**config.mk**
```make
export PLATFORM = sky130hd
export DESIGN_NAME = add_shift_mult_ctrl
export DESIGN_NICKNAME = d
export VERILOG_FILES = /design/src/rtl/add_shift_mult_ctrl.sv
export SDC_FILE = /design/constraint.sdc
export NUM_CORES = 1
export LEC_CHECK = 0
export CAP_MARGIN = 20
export CORE_MARGIN = 4
export CORE_UTILIZATION = 45
export DETAILED_ROUTE_END_ITERATION = 10
export PLACE_DENSITY = 0.78
export SKIP_CTS_REPAIR_TIMING = 1
export SLEW_MARGIN = 25
export SYNTH_ARGS = -nofsm -noshare
export SYNTH_HDL_FRONTEND = slang
export SYNTH_SLANG_ARGS = --single-unit
```
**constraint.sdc**
```tcl
create_clock -name CLK -period 4.4 [get_ports CLK]
set_input_delay 0.44 -clock CLK [delete_from_list [all_inputs] [get_ports CLK]]
set_output_delay 0.44 -clock CLK [all_outputs]
set_load 0.1 [all_outputs]
```
**src/rtl/add_shift_mult_ctrl.sv**
```systemverilog
// Shift-and-add multiplier controller that time-shares one external CLA slice.
// Optional build macro SKIP_ZERO_ADD_EN: skip the ADD cycle for multiplier bits that are 0.
module add_shift_mult_ctrl #(
  parameter int WIDTH = 4
) (
  input  logic               CLK,
  input  logic               RST,
  input  logic               START,
  input  logic [WIDTH-1:0]   MCAND,
  input  logic [WIDTH-1:0]   MPLIER,
  output logic [WIDTH-1:0]   CLA_A,
  output logic [WIDTH-1:0]   CLA_B,
  output logic               CLA_CIN,
  input  logic [WIDTH-1:0]   CLA_S,
  input  logic               CLA_GG,
  input  logic               CLA_PG,
  output logic               BUSY,
  output logic               DONE,
  output logic [2*WIDTH-1:0] PRODUCT,
  output logic [1:0]         state_dbg
);

  localparam int CW = $clog2(WIDTH) + 1;
  localparam logic [CW-1:0] CNT_LAST = CW'(WIDTH - 1);
  localparam logic [CW-1:0] CNT_ONE  = CW'(1);

  typedef enum logic [1:0] {
    S_IDLE  = 2'd0,
    S_ADD   = 2'd1,
    S_SHIFT = 2'd2,
    S_DONE  = 2'd3
  } state_t;

  state_t             state_q, state_d;
  logic [WIDTH-1:0]   m_q, m_d;
  logic [WIDTH-1:0]   acc_q, acc_d;
  logic [WIDTH-1:0]   q_q, q_d;
  logic               c_q, c_d;
  logic [CW-1:0]      cnt_q, cnt_d;
  logic [2*WIDTH-1:0] product_q, product_d;
  logic               cout;
  state_t             load_state;
  state_t             iter_state;

  assign CLA_CIN   = 1'b0;
  assign CLA_A     = acc_q;
  assign CLA_B     = m_q;
  // Carry-out rebuilt from the slice's group signals; keep the full form in case CIN is ever used.
  assign cout      = CLA_GG | (CLA_PG & CLA_CIN);
  assign BUSY      = (state_q == S_ADD) || (state_q == S_SHIFT);
  assign DONE      = (state_q == S_DONE);
  assign PRODUCT   = product_q;
  assign state_dbg = state_q;

`ifdef SKIP_ZERO_ADD_EN
  assign load_state = MPLIER[0] ? S_ADD : S_SHIFT;
  // q_q[1] is the bit that lands in q[0] after this shift.
  assign iter_state = q_q[1] ? S_ADD : S_SHIFT;
`else
  assign load_state = S_ADD;
  assign iter_state = S_ADD;
`endif

  always_comb begin
    state_d   = state_q;
    m_d       = m_q;
    acc_d     = acc_q;
    q_d       = q_q;
    c_d       = c_q;
    cnt_d     = cnt_q;
    product_d = product_q;
    case (state_q)
      S_IDLE, S_DONE: begin
        if (START) begin
          m_d     = MCAND;
          q_d     = MPLIER;
          acc_d   = '0;
          c_d     = 1'b0;
          cnt_d   = '0;
          state_d = load_state;
        end else begin
          state_d = S_IDLE;
        end
      end
      S_ADD: begin
        if (q_q[0]) begin
          acc_d = CLA_S;
          c_d   = cout;
        end else begin
          c_d   = 1'b0;
        end
        state_d = S_SHIFT;
      end
      S_SHIFT: begin
        {c_d, acc_d, q_d} = {1'b0, c_q, acc_q, q_q[WIDTH-1:1]};
        cnt_d = cnt_q + CNT_ONE;
        if (cnt_q == CNT_LAST) begin
          state_d   = S_DONE;
          product_d = {acc_d, q_d};
        end else begin
          state_d   = iter_state;
        end
      end
      default: state_d = S_IDLE;
    endcase
  end

  always_ff @(posedge CLK) begin
    if (RST) begin
      state_q   <= S_IDLE;
      m_q       <= '0;
      acc_q     <= '0;
      q_q       <= '0;
      c_q       <= 1'b0;
      cnt_q     <= '0;
      product_q <= '0;
    end else begin
      state_q   <= state_d;
      m_q       <= m_d;
      acc_q     <= acc_d;
      q_q       <= q_d;
      c_q       <= c_d;
      cnt_q     <= cnt_d;
      product_q <= product_d;
    end
  end

endmodule

```
# Yosys cells after proc, flatten, opt, wreduce, memory -nomap -nowiden
# Cells that the tools add are included.
[word_totals]
register_bits = 26
input_bits = 17
[classes]
add_sub_neg = 1
eq_ne = 6
n_mux = 13
n_reduce_logical = 8
[op_table]
columns = ["operator", "n"]
rows = [
  ["4-bit 2-to-1 mux", 3],
  ["4-bit case mux with 3 select lines", 1],
  ["4-bit case mux with 2 select lines", 1],
  ["2-bit AND reduction", 4],
  ["2-bit case mux with 3 select lines", 1],
  ["3-bit case mux with 2 select lines", 1],
  ["2-bit equality test, second input constant", 2],
  ["2-bit != test, second input constant", 2],
  ["3-bit by 1-bit adder with 3-bit output, second input constant", 1],
  ["3-bit by 2-bit equality test with 1-bit output, second input constant", 1],
  ["1-bit 2-to-1 mux", 3],
  ["3-bit 2-to-1 mux", 1],
  ["1-bit case mux with 3 select lines", 1],
  ["2-bit by 1-bit equality test with 1-bit output, second input constant", 1],
  ["2-bit zero test", 1],
  ["2-bit 2-to-1 mux", 1],
  ["2-bit nonzero test", 1],
  ["2-bit OR reduction", 1],
  ["1-bit logical OR", 1],
]

# Logic depth before layout (Yosys ltp)
# Gate-level depths: netlist of the first run.
[depth]
depth_word = 4
ltp_mapped = 6

# Worst setup path after synthesis of the first run
# OpenSTA, ideal clock, no wires.
[synth_timing]
path_kind = "register to output"
startpoint = "register state_q[0], in the netlist state_dbg[0]"
endpoint = "output BUSY"
arrival_time_ns = 2.223
setup_slack_ns = 1.737
stages_incl_launch_ff = 5
path_buffers = 1
cell_sequence = "dfxtp_1 > inv_1 > ha_1 > buf_2 > inv_1"
[synth_via]
elab_chain_len = 2
[synth_lines]
columns = ["element", "line_no", "rtl"]
rows = [
  ["start, declared", "34", "state_t state_q, state_d;"],
  ["start signal, assigned", "118", "state_q <= state_d;"],
  ["2-bit by 1-bit equality test with 1-bit output / 2-bit equality test (equally long branches)", "50", "assign BUSY = (state_q == S_ADD) || (state_q == S_SHIFT);"],
  ["1-bit logical OR (*)", "50", ""],
  ["end, declared", "17", "output logic BUSY,"],
]
# Every way passes the cells marked *; elsewhere a longest branch is shown, timed or not.

# Worst setup path after layout of the first run
# Ends and elaborated chain as after synthesis.

==> flow_summary.yaml, run 1 <==
floorplanning:
  dieHeight_microns: 57.9
  start_util: 0.489
  core_sq_um: 2300
  ios: 38
  die_area_sq_um: 3360
  std_cell_rows: 17
  die_w_microns: 57.9
setup_path:
  path_class: "flip-flop to output port"
  arrival_ns: 2.48
  end_kind: "output port"
  start_kind: "flip-flop"
  crit_slowest_cell: "clkdlybuf4s50_1"
  cp_cell_sequence: "inv_1 -> ha_1 -> inv_1 -> clkdlybuf4s50_1"
  path_common_cell: "inv_1"
  ff2ff_setup_slack_ns: 2.48
  worst-endpoint-required_ns: 3.96
  path_max_fanout: 15
  cp_slowest_stage_delay_ns: 1.13
  worst-r2r-cell-count: 4
  rr_startpoint: "state_dbg[1]"
  r2r-end: "q_q[2]"
timing:
  finalWorstSetupSlack_ns: 1.48
  tns_ns: 0
  setup_viol: 0
  fin_skew_ns: 0.00129
  rsz0062_at_grt: "no"
  worst_pin_slew_ns: 0.976
  hold_viol: 0
  slew_headroom: 0.347
  slew_violations: 0
  fmax_mhz: 343
  fin_crit_ns: 2.92
  post-route-period-util: 0.663
run:
  maxCapViolCount: 0
global_route:
  grt-busiest-layer: "met2"
  use_met2: 0.274
  globalRouteMet3Util: 0.0579
  grt_pass1_vias: 956
  grt_max_degree: 27
  met1_usage: 0.184
  grt_use_total: 0.156
  grt_pass1_wl_mm: 4.17
  antenna_found_initial: 0
  overflow: 0
final_layout:
  final_common_cell: "clkdlybuf4s50_1"
  final_cells: 187
  diodes: 0
  final_cell_mix: "clkdlybuf4s50_1, dfxtp_1, a21oi_1"
  fillCellCount: 213
  drive_above_1_share: 0.0252
  fin_nets: 183
  area_growth_pct: 32.0
clock_tree:
  ctsLongestPathBuffers: 2
  ctsHtreeMaxLevel: 1
  clkLatencyLatePin_ns: 0.31
  clk_pin_slew_ns: 0.13
  cts_made_buffers: 3
  cts_sinks: 26
  tritoncts: "yes"
  root_buffer: "clkbuf_4"
drt:
  first_pass_iters: 4
  detail_route.wl_per_cell_microns: 13.2
  ant_nets: 0
  dr.first_iter.drc_count: 27
  drcViolationCount: 0
  drt-vias-per-instance: 5.40
  wl_mm: 2.47
  via_count: 1010
worst_hold_path:
  hold_path_depth: 2
  min-delay-start: "CLA_B[0]"
  hold_end: "CLA_B[0]"
  hold_path.class: "flip-flop to flip-flop"
synthesis:
  ys_seq_area_frac: 0.464
  synth_nets: 152
  ys_seq_elements: 26
  synthFlopType: "dfxtp_1"
  synth_top_area_frac: 0.464
  synthCells: 130
  synth-edff-count: 0
  synth_area_sq_um: 1120
  synth-async-reset-ratio: 0
  synth_warnings: 0
  ys_top_cells_by_area: "dfxtp_1, a21oi_1, ha_1, nand3_1, nand2_1"
  yosys.area.top_type: "dfxtp_1"
  avgSynthCellArea_sq_um: 8.63
  ys_types: 25
power:
  power.switching_w: 0.000128
  power_frac_seq: 0.574
  peakVddDrop_uv: 214
  leakage_nw: 0.520
  cellInternalPower_w: 0.000303
  powerDensity_nw_per_um2: 291
  p_sw_frac: 0.297
  comb_power_share: 0.202
  p_clk_frac: 0.224
place:
  place_hpwl_mm: 1.85
  port_buffers: 35
  pre_cts_ws_ns: 1.82
  placedCellCount: 184
  place.gp.congestion: 0.732
outcome:
  status: "finished, final reports clean"
## critical path: cells and delay by family (launching register included)
family | cells | cell delay [ns]
buf+inv | 3 | 1.29
fa+ha+maj | 1 | 0.47
flops | 1 | 0.40
## synthesized netlist by cell type (all sizes together), types with 5 or more instances
cell	n
buf	5
ha	5
dfxtp	26
inv	5
nor2	7
mux2i	5
nand2	16
nand3	12
a21oi	19
## through the flow
stage	area [sq um]	total power [W]	utilization	hold slack (ns)
2_1_floorplan	1120	0.000313	-	0.444
3_3_place_gp	1460	0.000337	0.635	0.443
3_5_place_dp	1460	0.000339	0.635	0.447
4_1_cts	1480	0.000435	0.645	0.465
5_1_grt	1480	0.000450	0.645	0.482
6_report	1480	0.000431	0.645	0.463
## cells by family (layout without fill, tap and decap cells)
group,Yosys count,count (layout),share of synthesized area
fa+ha+maj,5,5,0.0557
flops,26,26,0.464
other cells,1,1,0.00334
compound gates,33,33,0.176
buf+inv,14,43,0.0602
simple gates,45,45,0.186
mux,6,6,0.0546
## worst max path at each step
| stage | from | end | slack, ns | cells after the start |
|---|---|---|---|---|
| finish | state_dbg[0] | BUSY | 1.48 | 4 |
| global route | state_dbg[0] | BUSY | 1.34 | 4 |
| CTS | state_dbg[0] | BUSY | 1.45 | 4 |
| detailed placement | state_dbg[0] | BUSY | 1.82 | 4 |
| global placement | state_dbg[0] | BUSY | 1.85 | 4 |
| floorplan | state_dbg[0] | BUSY | 1.74 | 4 |
## registers in the layout, indices dropped and copies added (netlist names)
| signal | flops |
|---|---|
| CLA_A | 4 |
| CLA_B | 4 |
| PRODUCT | 8 |
| c_q | 1 |
| cnt_q | 3 |
| q_q | 4 |
| state_dbg | 2 |
## layer usage
layer | wire, microns | vias to the layer above
met2 | 1170 | 39
met4 | 14 | 0
li1 | - | 513
met5 | 0 | -
met1 | 1080 | 456
met3 | 213 | 2
## layout make-up
class                   count  area [sq um]  share of cell area
repair buffers             35           350               0.236
clock buffers               3          22.5              0.0152
flip-flops and latches     26           520               0.351
well taps                  28          35.0              0.0236
multi-input cells          90           534               0.361
inverters                   5          18.8              0.0127
## power groups by stage
stage               clock network (W)  logic [W]  registers (W)
global route                 0.000110  0.0000918       0.000248
finish                      0.0000965  0.0000870       0.000247
floorplan                           0  0.0000365       0.000276
CTS                          0.000101  0.0000871       0.000247
detailed placement                  0  0.0000869       0.000252
global placement                    0  0.0000854       0.000252
No activity file was read; power rests on OpenSTA's default activity.
==> run 2, diff against run 1 <==
--- a/config.mk
+++ b/config.mk
@@ -7,9 +7,9 @@
 export LEC_CHECK = 0
 export CAP_MARGIN = 20
 export CORE_MARGIN = 4
-export CORE_UTILIZATION = 45
+export CORE_UTILIZATION = 44
 export DETAILED_ROUTE_END_ITERATION = 10
-export PLACE_DENSITY = 0.78
+export PLACE_DENSITY = 0.77
 export SKIP_CTS_REPAIR_TIMING = 1
 export SLEW_MARGIN = 25
 export SYNTH_ARGS = -nofsm -noshare
==> constraint.sdc (replaced) <==
create_clock -name CLK -period 2.7 [get_ports CLK]
set_input_delay 0.27 -clock CLK [delete_from_list [all_inputs] [get_ports CLK]]
set_output_delay 0.27 -clock CLK [all_outputs]
set_load 0.1 [all_outputs]
==> flow_summary.yaml, run 2 (synthesized netlist as in run 1, its figures left out) <==
setup_path:
  start_kind: "flip-flop"
  rr_startpoint: "state_dbg[0]"
  path_max_fanout: 15
  end_kind: "output port"
  arrival_ns: 1.67
  worst-endpoint-required_ns: 2.43
  startpoint: "state_dbg[0]"
  ff2ff_setup_slack_ns: 0.86
  path_class: "flip-flop to output port"
final_layout:
  fillCellCount: 229
  area_growth_pct: 29.7
  diodes: 0
  final_common_cell: "dfxtp_1"
  fin_nets: 184
  final_cells: 191
  largest_reg_flops: 8
  drive_above_1_share: 0.161
  final_cell_mix: "dfxtp_1, buf_4, a21oi_1"
clock_tree:
  clkLatencyLatePin_ns: 0.32
  root_buffer: "clkbuf_4"
  cts_made_buffers: 3
  ctsLongestPathBuffers: 2
  clk_pin_slew_ns: 0.14
  cts_sinks: 26
  ctsHtreeMaxLevel: 1
  tritoncts: "yes"
drt:
  detail_route.wl_per_cell_microns: 13.5
  first_pass_iters: 6
  dr.first_iter.drc_count: 18
  drt-vias-per-instance: 5.26
  wl_mm: 2.58
  drcViolationCount: 0
  ant_nets: 0
  via_count: 1004
power:
  powerDensity_nw_per_um2: 508
  peakVddDrop_uv: 356
  leakage_nw: 0.572
global_route:
  overflow: 0
  grt_max_degree: 27
  grt_pass1_wl_mm: 4.11
  grt_pass1_vias: 973
  antenna_found_initial: 0
  grt_use_total: 0.155
timing:
  fin_crit_ns: 1.94
  holdWs_ns: 0.463
  setup_viol: 0
  fin_skew_ns: 0.00149
  fmax_mhz: 514
  worst_pin_slew_ns: 0.972
  post-route-period-util: 0.720
  hold_viol: 0
  rsz0062_at_grt: "no"
  slew_headroom: 0.350
  slew_violations: 0
  tns_ns: 0
worst_hold_path:
  hold_path.class: "flip-flop to flip-flop"
  min-delay-start: "PRODUCT[3]"
place:
  placedCellCount: 187
  place_hpwl_mm: 1.89
  port_buffers: 35
  place.gp.congestion: 0.790
floorplanning:
  core_sq_um: 2450
  dieHeight_microns: 58.5
  ios: 38
  die_w_microns: 58.5
  start_util: 0.457
  die_area_sq_um: 3420
  std_cell_rows: 18
outcome:
  status: "finished, final reports clean"
run:
  maxCapViolCount: 0
[run 2: cell type report]
| type | count | area, sq um | share of cell area |
|---|---|---|---|
| clock buffer | 4 | 36.3 | 0.0249 |
| inverter | 5 | 18.8 | 0.0129 |
| multi-input combinational | 90 | 534 | 0.367 |
| sequential | 26 | 520 | 0.358 |
| tap | 30 | 37.5 | 0.0258 |
| timing repair buffer | 36 | 308 | 0.212 |
[run 2: worst paths after layout]
path | cells after the start | endpoint
setup / recovery | 4 | BUSY
hold / removal | 2 | PRODUCT[3]
setup reg to reg | 5 | q_q[3]
hold reg to reg | 2 | PRODUCT[3]
[run 2: through the flow]
step,setup slack [ns],power (W),utilization,instance area (sq um)
floorplan,0.207,0.000510,-,1120
global placement,0.925,0.000548,0.578,1420
detailed placement,0.876,0.000551,0.578,1420
CTS,0.752,0.000747,0.593,1460
global route,0.606,0.000768,0.593,1460
finish,0.756,0.000740,0.593,1460
[run 2: metal layers]
metal | wire length [microns] | global-route usage | vias to the layer above
met2 | 1320 | 0.273 | 17
met4 | 31 | 0.0728 | 0
met1 | 1110 | 0.183 | 474
met5 | 0 | 0 | -
li1 | - | - | 509
met3 | 125 | 0.0241 | 4
[run 2: worst max-delay path, stage by stage, from the launching register on]
cell	delay (ns)
dfxtp_1	0.40
inv_1	0.07
ha_1	0.57
inv_1	0.08
buf_4	0.24
[run 2: where the power goes]
part           internal (W)  leakage (nW)  switching, W
sequential         0.000395         0.211    0.00000841
clock             0.0000825        0.0210      0.000114
combinational     0.0000439         0.339     0.0000959
total              0.000521         0.572      0.000218
==> RTL change (flow settings as in run 2) <==
The parameter `WIDTH` goes from 4 to 8.
--- a/src/rtl/add_shift_mult_ctrl.sv
+++ b/src/rtl/add_shift_mult_ctrl.sv
@@ -1,7 +1,7 @@
 // Shift-and-add multiplier controller that time-shares one external CLA slice.
 // Optional build macro SKIP_ZERO_ADD_EN: skip the ADD cycle for multiplier bits that are 0.
 module add_shift_mult_ctrl #(
-  parameter int WIDTH = 4
+  parameter int WIDTH = 8
 ) (
   input  logic               CLK,
   input  logic               RST,
Ports: changed (6 resized); port bits go from 38 to 66. The function was not compared with the original's and may differ.
==> RTL change against run 2 <==
Sequential cell count increased by 21; design area up 79%; worst setup slack improved by 0.0086 ns; combinational power up 70%; wire length increased by 83%; cell count is 78% higher; clock skew is 0.0061 ns higher; highest routed layer unchanged; total power is 88% higher; via count increased by 77%; area after synthesis up 76%; worst hold slack got worse by 0.0071 ns.
==> RTL change: results (changes against run 2) <==
CTS clk-pin slew, worst paths=0.09 ns (was 0.14 ns); clk root buf=clkbuf_8 (was clkbuf_4); status=complete, no violations (unchanged); Peak VDD IR=0.298 mV (was 0.356 mV); switching part of the total power=0.284 (was 0.295); pin count of the biggest net entering global routing=22 (was 27); non-clk buf share=0.222 (was 0.212); drt pass-1 iters=4 (was 6); Routed Wire Length=4730 um (was 2580 um); I/O Buffers=63 (was 35); Setup CP Type=reg2reg (was reg2out); DP Cell Count=333 (was 187); max FFs per register=16 (was 8); routability congestion estimate=0.817 (was 0.790); vias in the first global route=1,569 (was 973); seq_cells=47 (was 26); CP Data Arrival Time=2.16 ns (was 1.67 ns); dpl cell area=2510 um2 (was 1420 um2); Pleak=0.993 nW (was 0.572 nW); # clk buffers=6 (was 4); Area contributors post-synth=dfxtp_1 48%, a21oi_1 8.9%, nand2_1 8.4% (was dfxtp_1 46%, a21oi_1 8.5%, ha_1 5.6%); Synth Area per Inst=8.49 um2 (was 8.63 um2); Rel. slew slack=0.475 (was 0.350); H-tree levels=2 (was 1); launching point of the worst reg2reg path=state_dbg[1] (was state_dbg[0]); Inverters=3 (was 5); Seq/Total Area, Yosys=0.477 (was 0.464); Seq. cell area=941 um2 (was 520 um2)
==> RTL change: cell count changes in the layout (fill, tap and decap cells not counted), moves of 5 or more <==
cell / run 2 / this run
a21oi_1: 19 / 35
a22oi_1: 3 / 8
buf_4: 21 / 41
clkbuf_8: 1 / 6
clkdlybuf4s50_1: 15 / 27
dfxtp_1: 26 / 47
nand2_1: 16 / 44
o21ai_0: 4 / 9
==> RTL change: final timing paths <==
check                                   to  slack (ns)
worst max-delay path              CLA_A[2]        0.76
worst min-delay path            PRODUCT[8]        0.46
worst max register to register    CLA_A[2]        0.76
worst min register to register  PRODUCT[8]        0.46
==> RTL change: layer usage <==
layer	up-vias	track usage	share of wire
met5	-	0	0
met1	808	0.225	0.45
met4	0	0.0415	0.0083
met2	60	0.285	0.46
li1	907	-	-
met3	5	0.0521	0.082
==> RTL change: cell families after synthesis <==
group	count (synthesis)	synth area share
adder cells (fa/ha/maj)	4	0.0254
other	1	0.00190
multiplexers	10	0.0514
AND/OR/NAND/NOR	86	0.207
flip-flops	47	0.477
AO/OA/AOI/OAI	62	0.180
buffers and inverters	22	0.0565
==> RTL change: worst max-delay path, cell delays in order (launching register included) <==
cell and delay (ns):
dfxtp_1 0.35, inv_1 0.07, ha_1 0.38, nor2b_1 0.69, o21ai_0 0.20, a21oi_1 0.18
==> RTL change: power groups by stage <==
stage | combinational (mW) | clock [mW] | sequential [mW]
floorplan | 0.0941 | 0 | 0.814
global placement | 0.236 | 0 | 0.744
detailed placement | 0.238 | 0 | 0.745
CTS | 0.239 | 0.434 | 0.729
global route | 0.253 | 0.468 | 0.732
finish | 0.238 | 0.422 | 0.729
==> RTL change: stage by stage <==
step	utilization	hold slack [ns]
floorplan	-	0.418
global placement	0.577	0.442
detailed placement	0.577	0.447
CTS	0.597	0.458
global route	0.597	0.477
finish	0.597	0.456
